<file path="src/rtl/frog_pkg.sv">
// frog_pkg: shared types and default geometry for the Frogger player-control stage.
// Holds the game-state and move-direction enums, the default grid geometry,
// the start-cell constants and the cell-index to pixel conversion helper.
package frog_pkg;

    typedef enum logic [1:0] {
        PLAY      = 2'd0,
        WIN_HOLD  = 2'd1,
        DEAD_HOLD = 2'd2,
        GAME_OVER = 2'd3
    } state_t;

    typedef enum logic [2:0] {
        DIR_NONE  = 3'd0,
        DIR_FWD   = 3'd1,
        DIR_BACK  = 3'd2,
        DIR_LEFT  = 3'd3,
        DIR_RIGHT = 3'd4
    } dir_t;

    localparam int DEF_CELL_SIZE = 32;
    localparam int DEF_H_CELLS   = 20;
    localparam int DEF_V_CELLS   = 15;

    // Frog start cell for the default grid: bottom row, middle column
    localparam int START_COL = DEF_H_CELLS / 2;
    localparam int START_ROW = DEF_V_CELLS - 1;

    // Cell index to 10-bit pixel coordinate
    function automatic logic [9:0] cell_to_pix(input logic [4:0] idx, input int cell_size);
        return 10'(int'(idx) * cell_size);
    endfunction

endpackage

</file>
<file path="src/rtl/switch_debounce.sv">
// switch_debounce: 2-FF synchronizer, debounce counter and press strobe for one raw switch.
// The debounced level flips only after DEBOUNCE_CYCLES consecutive synchronized
// samples that differ from it; press pulses for one cycle when it flips to 1.
module switch_debounce #(
    parameter int DEBOUNCE_CYCLES = 250000
) (
    input  logic clk,
    input  logic rst_n,
    input  logic raw,
    output logic press
);

    localparam int CW = $clog2(DEBOUNCE_CYCLES + 1);

    logic          sync1_reg;
    logic          sync2_reg;
    logic          level_reg;
    logic          press_reg;
    logic [CW-1:0] count_reg;

    // Bring the asynchronous switch into the clock domain
    always_ff @(posedge clk or negedge rst_n) begin
        if (!rst_n) begin
            sync1_reg <= 1'b0;
            sync2_reg <= 1'b0;
        end else begin
            sync1_reg <= raw;
            sync2_reg <= sync1_reg;
        end
    end

    // Count consecutive differing samples; flip the level and strobe on a rise
    always_ff @(posedge clk or negedge rst_n) begin
        if (!rst_n) begin
            level_reg <= 1'b0;
            press_reg <= 1'b0;
            count_reg <= '0;
        end else begin
            press_reg <= 1'b0;
            if (sync2_reg != level_reg) begin
                if (count_reg == CW'(DEBOUNCE_CYCLES - 1)) begin
                    level_reg <= sync2_reg;
                    press_reg <= sync2_reg;
                    count_reg <= '0;
                end else begin
                    count_reg <= count_reg + 1'b1;
                end
            end else begin
                count_reg <= '0;
            end
        end
    end

    assign press = press_reg;

endmodule

</file>
<file path="src/rtl/frog_control.sv">
// frog_control: turns four debounced switches into grid moves and tracks frog
// position, level and lives for the renderer.
// Optional feature macro: FROG_LIVES_EN (lives counter and GAME_OVER state).
// Without it o_Lives is fixed at START_LIVES and a death always returns to PLAY.
module frog_control
    import frog_pkg::*;
#(
    parameter int H_CELLS         = DEF_H_CELLS,
    parameter int V_CELLS         = DEF_V_CELLS,
    parameter int CELL_SIZE       = DEF_CELL_SIZE,
    parameter int DEBOUNCE_CYCLES = 250000,
    parameter int HOLD_CYCLES     = 12500000,
    parameter int MAX_LEVEL       = 9,
    parameter int START_LIVES     = 3
) (
    input  logic       i_Clk,
    input  logic       i_Rst_L,
    input  logic       i_Switch_1,
    input  logic       i_Switch_2,
    input  logic       i_Switch_3,
    input  logic       i_Switch_4,
    input  logic       i_Hit,
    output logic [9:0] o_Frog_X,
    output logic [9:0] o_Frog_Y,
    output logic [3:0] o_Level,
    output logic [1:0] o_Lives,
    output logic       o_Game_Over,
    output logic       o_Move_Pulse
);

    localparam int          HW      = $clog2(HOLD_CYCLES + 1);
    localparam logic [4:0]  START_C = 5'(H_CELLS / 2);
    localparam logic [3:0]  START_R = 4'(V_CELLS - 1);
    localparam logic [9:0]  START_X = cell_to_pix(START_C, CELL_SIZE);
    localparam logic [9:0]  START_Y = cell_to_pix({1'b0, START_R}, CELL_SIZE);

    // Bit order: 0 = left, 1 = backward, 2 = forward, 3 = right
    logic [3:0] raw_sw;
    logic [3:0] press_sw;

    assign raw_sw = {i_Switch_4, i_Switch_3, i_Switch_2, i_Switch_1};

    genvar gi;
    generate
        for (gi = 0; gi < 4; gi++) begin : g_sw
            switch_debounce #(
                .DEBOUNCE_CYCLES(DEBOUNCE_CYCLES)
            ) u_debounce (
                .clk  (i_Clk),
                .rst_n(i_Rst_L),
                .raw  (raw_sw[gi]),
                .press(press_sw[gi])
            );
        end
    endgenerate

    state_t          state_reg;
    logic [4:0]      col_reg;
    logic [3:0]      row_reg;
    logic [9:0]      x_reg;
    logic [9:0]      y_reg;
    logic [3:0]      level_reg;
    logic [HW-1:0]   hold_cnt_reg;
    logic            move_pulse_reg;
`ifdef FROG_LIVES_EN
    logic [1:0]      lives_reg;
    logic            game_over_reg;
`endif

    dir_t       dir;
    logic [4:0] col_next;
    logic [3:0] row_next;
    logic       move_ok;
    logic       move_win;
    logic       hold_done;

    assign hold_done = (hold_cnt_reg == HW'(HOLD_CYCLES - 1));

    // Pick one press by priority and work out the clamped target cell
    always_comb begin
        dir      = DIR_NONE;
        col_next = col_reg;
        row_next = row_reg;
        move_ok  = 1'b0;
        if (press_sw[2])      dir = DIR_FWD;
        else if (press_sw[1]) dir = DIR_BACK;
        else if (press_sw[0]) dir = DIR_LEFT;
        else if (press_sw[3]) dir = DIR_RIGHT;
        case (dir)
            DIR_FWD:   if (row_reg != 4'd0)              begin row_next = row_reg - 4'd1; move_ok = 1'b1; end
            DIR_BACK:  if (row_reg != 4'(V_CELLS - 1))   begin row_next = row_reg + 4'd1; move_ok = 1'b1; end
            DIR_LEFT:  if (col_reg != 5'd0)              begin col_next = col_reg - 5'd1; move_ok = 1'b1; end
            DIR_RIGHT: if (col_reg != 5'(H_CELLS - 1))   begin col_next = col_reg + 5'd1; move_ok = 1'b1; end
            default: ;
        endcase
        move_win = move_ok && (dir == DIR_FWD) && (row_next == 4'd0);
    end

    // Game state machine with registered position, level and lives
    always_ff @(posedge i_Clk or negedge i_Rst_L) begin
        if (!i_Rst_L) begin
            state_reg      <= PLAY;
            col_reg        <= START_C;
            row_reg        <= START_R;
            x_reg          <= START_X;
            y_reg          <= START_Y;
            level_reg      <= 4'd1;
            hold_cnt_reg   <= '0;
            move_pulse_reg <= 1'b0;
`ifdef FROG_LIVES_EN
            lives_reg      <= 2'(START_LIVES);
            game_over_reg  <= 1'b0;
`endif
        end else begin
            move_pulse_reg <= 1'b0;
            case (state_reg)
                PLAY: begin
                    if (i_Hit) begin
                        // A hit overrides any move in the same cycle
                        state_reg    <= DEAD_HOLD;
                        hold_cnt_reg <= '0;
`ifdef FROG_LIVES_EN
                        lives_reg    <= lives_reg - 2'd1;
`endif
                    end else if (move_ok) begin
                        col_reg        <= col_next;
                        row_reg        <= row_next;
                        x_reg          <= cell_to_pix(col_next, CELL_SIZE);
                        y_reg          <= cell_to_pix({1'b0, row_next}, CELL_SIZE);
                        move_pulse_reg <= 1'b1;
                        if (move_win) begin
                            state_reg    <= WIN_HOLD;
                            hold_cnt_reg <= '0;
                            level_reg    <= (level_reg >= 4'(MAX_LEVEL)) ? 4'(MAX_LEVEL)
                                                                         : level_reg + 4'd1;
                        end
                    end
                end
                WIN_HOLD, DEAD_HOLD: begin
                    if (hold_done) begin
                        hold_cnt_reg <= '0;
                        col_reg      <= START_C;
                        row_reg      <= START_R;
                        x_reg        <= START_X;
                        y_reg        <= START_Y;
                        state_reg    <= PLAY;
`ifdef FROG_LIVES_EN
                        if (state_reg == DEAD_HOLD && lives_reg == 2'd0) begin
                            state_reg     <= GAME_OVER;
                            game_over_reg <= 1'b1;
                        end
`endif
                    end else begin
                        hold_cnt_reg <= hold_cnt_reg + 1'b1;
                    end
                end
`ifdef FROG_LIVES_EN
                GAME_OVER: begin
                    if (|press_sw) begin
                        state_reg     <= PLAY;
                        lives_reg     <= 2'(START_LIVES);
                        level_reg     <= 4'd1;
                        col_reg       <= START_C;
                        row_reg       <= START_R;
                        x_reg         <= START_X;
                        y_reg         <= START_Y;
                        game_over_reg <= 1'b0;
                    end
                end
`endif
                default: state_reg <= PLAY;
            endcase
        end
    end

    assign o_Frog_X     = x_reg;
    assign o_Frog_Y     = y_reg;
    assign o_Level      = level_reg;
    assign o_Move_Pulse = move_pulse_reg;
`ifdef FROG_LIVES_EN
    assign o_Lives      = lives_reg;
    assign o_Game_Over  = game_over_reg;
`else
    assign o_Lives      = 2'(START_LIVES);
    assign o_Game_Over  = 1'b0;
`endif

endmodule

</file>
<file path="config.mk">
export PLATFORM = sky130hd
export DESIGN_NAME = frog_control
export DESIGN_NICKNAME = d
export VERILOG_FILES = /design/src/rtl/frog_pkg.sv /design/src/rtl/switch_debounce.sv /design/src/rtl/frog_control.sv
export SDC_FILE = /design/constraint.sdc
export NUM_CORES = 1
export LEC_CHECK = 0
export ABC_AREA = 1
export CAP_MARGIN = 20
export CORE_UTILIZATION = 60
export DETAILED_ROUTE_END_ITERATION = 8
export GPL_ROUTABILITY_DRIVEN = 0
export PLACE_DENSITY_LB_ADDON = 0.2
export SETUP_SLACK_MARGIN = 0.05
export SLEW_MARGIN = 20
export SYNTH_ARGS = -nofsm -noshare
export SYNTH_HDL_FRONTEND = slang
export SYNTH_HIERARCHICAL = 1
export SYNTH_SLANG_ARGS = --single-unit
export TNS_END_PERCENT = 50
</file>
<file path="constraint.sdc">
create_clock -name i_Clk -period 2.2 [get_ports i_Clk]
set_input_delay 0.66 -clock i_Clk [delete_from_list [all_inputs] [get_ports i_Clk]]
set_output_delay 0.66 -clock i_Clk [all_outputs]
set_load 0.02 [all_outputs]
</file>
==> results of run 1 <==
## cell usage after synthesis, drive strengths merged
| cell type | instances |
|---|---|
| nand3b | 5 |
| xor2 | 25 |
| xnor2 | 21 |
| buf | 22 |
| nor3b | 7 |
| nand3 | 99 |
| o21ai | 14 |
| dfrtp | 122 |
| nand4 | 22 |
| nor2 | 219 |
| nand2 | 300 |
| or2 | 5 |
| clkbuf | 5 |
| inv | 110 |
| dfstp | 6 |
| conb | 2 |
| fa | 1 |
| a21oi | 21 |
| nor3 | 18 |
| ha | 16 |
| a31oi | 6 |
| o2111ai | 1 |
## layout make-up
type / instances / area [sq um]
inverters: 110 / 413
fillers: 1053 / 3800
well taps: 172 / 215
flip-flops and latches: 128 / 3210
repair buffers: 34 / 345
multi-input cells: 796 / 4030
clock buffers: 26 / 489
clock inverters: 6 / 109
## stage by stage
stage | cells | utilization (%) | cell area, sq um
2_1_floorplan | 1059 | - | 7780
3_3_place_gp | 1235 | 64.5 | 8130
3_5_place_dp | 1235 | 64.5 | 8130
4_1_cts | 1267 | 69.2 | 8730
5_1_grt | 1272 | 69.8 | 8810
6_report | 1272 | 69.8 | 8810
## logic make-up after synthesis
logic type / count (synthesis) / synth area share, %
AO/OA/AOI/OAI: 42 / 2.91
XOR/XNOR: 46 / 5.30
adder cells (fa/ha/maj): 17 / 2.85
buffers and inverters: 137 / 7.71
flip-flops: 128 / 41.5
other: 2 / 0.0971
AND/OR/NAND/NOR: 675 / 39.6
## path summary, 6_finish.rpt
path                                                   start                          endpoint  depth (start not counted)
worst max-delay path                              col_reg[4]                       o_Frog_X[9]                          1
worst min-delay path                                 i_Rst_L  g_sw[1].u_debounce/count_reg[11]                          1
worst max register to register                   o_Frog_Y[6]                  hold_cnt_reg[22]                         14
worst min register to register  g_sw[0].u_debounce/sync1_reg      g_sw[0].u_debounce/sync2_reg                          0
max in group asynchronous                            i_Rst_L                       o_Frog_Y[6]                          2
min in group i_Clk              g_sw[0].u_debounce/sync1_reg      g_sw[0].u_debounce/sync2_reg                          0
## power by group through the flow
stage                     Sequential [uW]  Clock [uW]  Combinational (uW)
after floorplan                      2790           0                1330
after global placement               2750           0                1910
after detailed placement             2750           0                1940
after CTS                            2710        2900                1930
after global routing                 2730        3010                2300
final                                2710        2840                2060
## metal layers
layer  up-vias  share of wire (%)  global-route usage (%)
li1       3348                  -                       -
met1      3064                 45                    31.8
met2       145                 49                    44.3
met3        28                4.4                    6.85
met4         0                1.9                    10.5
met5         -                  0                       0
## repair_timing
action / in CTS / in global routing
endpoints found under the setup margin: 34 / 34
setup buffers: 0 / 3
cloned: 0 / 2
gates resized for setup: 8 / 13
pin swaps: 0 / 2
## layout by cell type (no fill, tap or decap), types with 14 or more instances in the layout
master / count
xor2_1: 25
xnor2_1: 20
nand2_2: 32
nand4_1: 22
nor2_2: 14
nand2_1: 265
nor3_1: 17
inv_1: 93
nand3_1: 95
nor2_4: 16
conb_1: 14
ha_1: 16
a21oi_1: 20
clkbuf_16: 17
nor2_1: 189
inv_2: 17
dfrtp_1: 122
==> impl_metrics.py, run 1 <==
metrics = {
    "pwr": {
        "powerDensity_nw_per_um2": 863,
        "p_total_uw": 7610,
        "pwr-share-seq_pct": 35.6,
        "p_switching_uw": 2540,
        "internal-power_uw": 5070,
        "pwr-share-comb_pct": 27.1,
        "leakage_uw": 0.00406,
        "ir_drop_v": 0.000777,
        "clkPwrFrac_pct": 37.4,
        "switching_share_pct": 33.4,
    },
    "die": {
        "die_w_um": 116,
        "io_pins": 35,
        "start_util_pct": 61.3,
        "die-area_sq_um": 13400,
        "std_cell_rows": 41,
        "fp.dieH_um": 116,
        "core_area_sq_um": 12600,
    },
    "sta": {
        "fin_crit_ns": 2.11,
        "setup_violations": 0,
        "finalWorstSetupSlack_ns": 0.0912,
        "rsz0062_at_grt": "no",
        "finalHoldViolations": 0,
        "worst_slew_pin_slew_ns": 0.623,
        "maxSlewHeadroom_pct": 58.3,
        "holdWs_ns": 0.162,
        "skew_ns": 0.00737,
        "min_period_over_period_pct": 95.9,
        "timing.fmax_mhz": 474,
        "setup_tns_ns": 0,
        "drv_slew": 0,
    },
    "routing": {
        "post_drt_wl_per_cell_um": 12.6,
        "drtAntennaViolNets": 0,
        "wl_um": 16000,
        "viasPerCell": 5.18,
        "first_pass_iters": 5,
        "drc_errors": 0,
        "vias": 6585,
        "drtIter0Drc": 400,
    },
    "hold_path": {
        "holdCritPathClass": "input pin to asynchronous set/reset pin",
    },
    "critical_path": {
        "critPathRequiredTime_ns": 1.54,
        "critPathLaunchType": "flop",
        "reg2reg_slack_ns": 0.18,
        "arrival_ns": 1.45,
        "path_buf_inv": 1,
        "path_class": "flop to output pin",
        "endpoint_kind": "output pin",
        "crit_family": "buffers and inverters",
        "crit_slowest_cell": "clkdlybuf4s50_1",
        "path_cells": "clkdlybuf4s50_1",
        "max_stage_delay_ns": 0.63,
        "path_max_fanout": 4,
    },
    "global_routing": {
        "grt-ovfl-total": 0,
        "antenna_found_initial": 0,
        "grt_max_degree": 45,
        "grt_pass1_vias": 6174,
        "grt_pass1_wl_um": 27300,
        "grt_usage_pct": 26.1,
    },
    "clocking": {
        "root_buffer": "clkbuf_16",
        "clk_latency_ns": 0.42,
        "htreeDepth": 4,
        "clk_path_buf_depth": 2,
        "cts_sinks": 128,
        "cts_tree": "done",
        "cts_buffers": 17,
        "ctsHoldBuffers": 0,
        "path_clk_slew_ns": 0.05,
    },
    "synthesis": {
        "synthCells": 1047,
        "ys_types": 34,
        "syn_area_sq_um": 7740,
        "ys_seq_area_share_pct": 41.5,
        "avgSynthCellArea_sq_um": 7.39,
        "synth_area_leaders": "dfrtp_1, nand2_1, nor2_1",
        "yosysTopAreaCellShare_pct": 39.5,
        "synth_seq_cells": 128,
        "yosysWarningCount": 6,
        "yosysTopAreaCell": "dfrtp_1",
    },
    "cells_and_area": {
        "largest_register_ffs": 72,
        "synthToLayoutAreaGrowth_pct": 13.9,
        "final_nets": 1111,
        "n_antenna_cell": 0,
        "drive_gt1_share_pct": 13.1,
    },
    "place": {
        "place_hpwl_um": 11100,
        "portBuffers": 20,
        "place_ws_ns": 0.0318,
    },
    "run": {
        "drv_cap": 0,
    },
    "outcome": {
        "status": "completed",
    },
}
(Power assumes the default switching activity.)
==> inputs of run 2 (changes only) <==
--- a/config.mk
+++ b/config.mk
@@ -6,8 +6,7 @@
 export NUM_CORES = 1
 export LEC_CHECK = 0
 export ABC_AREA = 1
-export CAP_MARGIN = 20
-export CORE_UTILIZATION = 60
+export CORE_UTILIZATION = 50
 export DETAILED_ROUTE_END_ITERATION = 8
 export GPL_ROUTABILITY_DRIVEN = 0
 export PLACE_DENSITY_LB_ADDON = 0.2
==> impl_metrics.py, run 2 (synthesis results as in run 1) <==
metrics = {
    "sta": {
        "rsz0062_at_grt": "yes",
        "timing.fmax_mhz": 472,
        "min_period_over_period_pct": 96.2,
        "finalHoldViolations": 0,
        "setup_tns_ns": 0,
        "setup_violations": 0,
        "skew_ns": 0.00566,
        "maxSlewHeadroom_pct": 58.7,
        "worst_slew_pin_slew_ns": 0.618,
        "holdWs_ns": 0.111,
        "fin_crit_ns": 2.12,
        "drv_slew": 0,
    },
    "outcome": {
        "status": "completed",
    },
    "clocking": {
        "post_cts_buffers": 0,
        "clk_path_buf_depth": 2,
        "path_clk_slew_ns": 0.06,
        "clk_latency_ns": 0.42,
        "htreeDepth": 4,
        "cts_tree": "done",
        "root_buffer": "clkbuf_16",
        "cts_sinks": 128,
        "cts_buffers": 17,
    },
    "critical_path": {
        "path_buf_inv": 1,
        "path_max_fanout": 4,
        "max_stage_delay_ns": 0.65,
        "path_class": "flop to output pin",
        "path_cells": "clkdlybuf4s50_1",
        "critPathLaunchType": "flop",
        "critPathRequiredTime_ns": 1.54,
        "arrival_ns": 1.46,
        "endpoint_kind": "output pin",
        "crit_family": "buffers and inverters",
        "crit_slowest_cell": "clkdlybuf4s50_1",
    },
    "die": {
        "std_cell_rows": 45,
        "die-area_sq_um": 16000,
        "core_area_sq_um": 15100,
        "start_util_pct": 51.1,
        "fp.dieH_um": 126,
        "die_w_um": 126,
        "io_pins": 35,
    },
    "cells_and_area": {
        "layout_common_cells": "nand2_1, nor2_1, dfrtp_1, nand3_1, inv_1",
        "n_antenna_cell": 0,
        "drive_gt1_share_pct": 14.5,
        "layout_commonest_cell": "nand2_1",
        "synthToLayoutAreaGrowth_pct": 15.6,
        "final_nets": 1113,
        "largest_register_ffs": 72,
    },
    "pwr": {
        "ir_drop_v": 0.000692,
        "leakage_uw": 0.00406,
        "powerDensity_nw_per_um2": 874,
    },
    "hold_path": {
        "holdCritPathClass": "input pin to asynchronous set/reset pin",
    },
    "place": {
        "place_hpwl_um": 11200,
        "portBuffers": 20,
    },
    "routing": {
        "first_pass_iters": 5,
        "post_drt_wl_per_cell_um": 12.4,
        "viasPerCell": 5.00,
        "wl_um": 16000,
        "drc_errors": 0,
        "vias": 6455,
        "drtAntennaViolNets": 0,
        "drtIter0Drc": 467,
    },
    "run": {
        "drv_cap": 0,
    },
    "global_routing": {
        "antenna_found_initial": 0,
        "met1_usage_pct": 27.6,
        "grt_pass1_wl_um": 27500,
        "grt_most_used_layer": "met2",
        "grt_max_degree": 54,
        "use_met2_pct": 35.4,
        "gr-usage-met3_pct": 4.72,
        "grt-ovfl-total": 0,
        "grt_pass1_vias": 6056,
        "grt_usage_pct": 21.5,
    },
}
==> run 2: cell types whose count changed in the layout (fill, tap and decap cells not counted), sizes merged <==
cell	previous run	this run
clkinvlp	0	2
dlygate4sd2	6	10
inv	110	111
bufinv	3	2
clkdlybuf4s50	8	9
nand2	302	303
clkbuf	27	22
dlymetal6s2s	4	0
buf	15	14
clkinv	3	7
==> run 2: routing by layer <==
layer | wire length, um | part of all wire [%]
met5 | 0 | 0
met4 | 316 | 2.0
met3 | 646 | 4.0
met2 | 7410 | 46
met1 | 7660 | 48
==> run 2: path summary, 6_finish.rpt <==
| check | from | to | slack (ns) | depth (start not counted) |
|---|---|---|---|---|
| setup / recovery | col_reg[4] | o_Frog_X[9] | 0.08 | 1 |
| hold / removal | i_Rst_L | g_sw[1].u_debounce/count_reg[8] | 0.11 | 1 |
| setup reg to reg | o_Frog_Y[6] | hold_cnt_reg[12] | 0.16 | 13 |
| hold reg to reg | g_sw[0].u_debounce/sync1_reg | g_sw[0].u_debounce/sync2_reg | 0.35 | 0 |
| max in group asynchronous | i_Rst_L | o_Level[0] | 1.43 | 2 |
| min in group i_Clk | g_sw[0].u_debounce/sync1_reg | g_sw[0].u_debounce/sync2_reg | 0.35 | 0 |
==> run 2: layout make-up <==
type / instances / area [sq um]
clock buffers: 20 / 467
clock inverters: 12 / 134
fillers: 1406 / 6200
inverters: 110 / 415
multi-input cells: 797 / 4110
flip-flops and latches: 128 / 3210
well taps: 188 / 235
repair buffers: 35 / 377
==> run 2: power breakdown <==
| part | switching [uW] | total (uW) | internal [uW] | leakage (uW) |
|---|---|---|---|---|
| sequential | 186 | 2720 | 2530 | 0.00173 |
| clock | 1080 | 2840 | 1760 | 0.000292 |
| combinational | 1490 | 2260 | 768 | 0.00204 |
| total | 2760 | 7820 | 5060 | 0.00406 |
==> run 2: timing repair <==
item / in CTS / in global routing
hold buffers: 0 / 0
resized for setup: 10 / 27
endpoints found under the setup margin: 10 / 31
cloned: 0 / 5
pin swaps: 0 / 11
==> run 2: through the flow <==
step / instances / setup slack [ns] / util (%) / power (uW) / cell area (sq um)
floorplan: 1059 / 0.209 / - / 4130 / 7780
global placement: 1253 / 0.151 / 53.9 / 4700 / 8160
detailed placement: 1253 / 0.123 / 53.9 / 4720 / 8160
CTS: 1285 / 0.0601 / 57.7 / 7550 / 8740
global route: 1290 / 0.00469 / 59.1 / 8260 / 8940
finish: 1290 / 0.0826 / 59.1 / 7820 / 8940
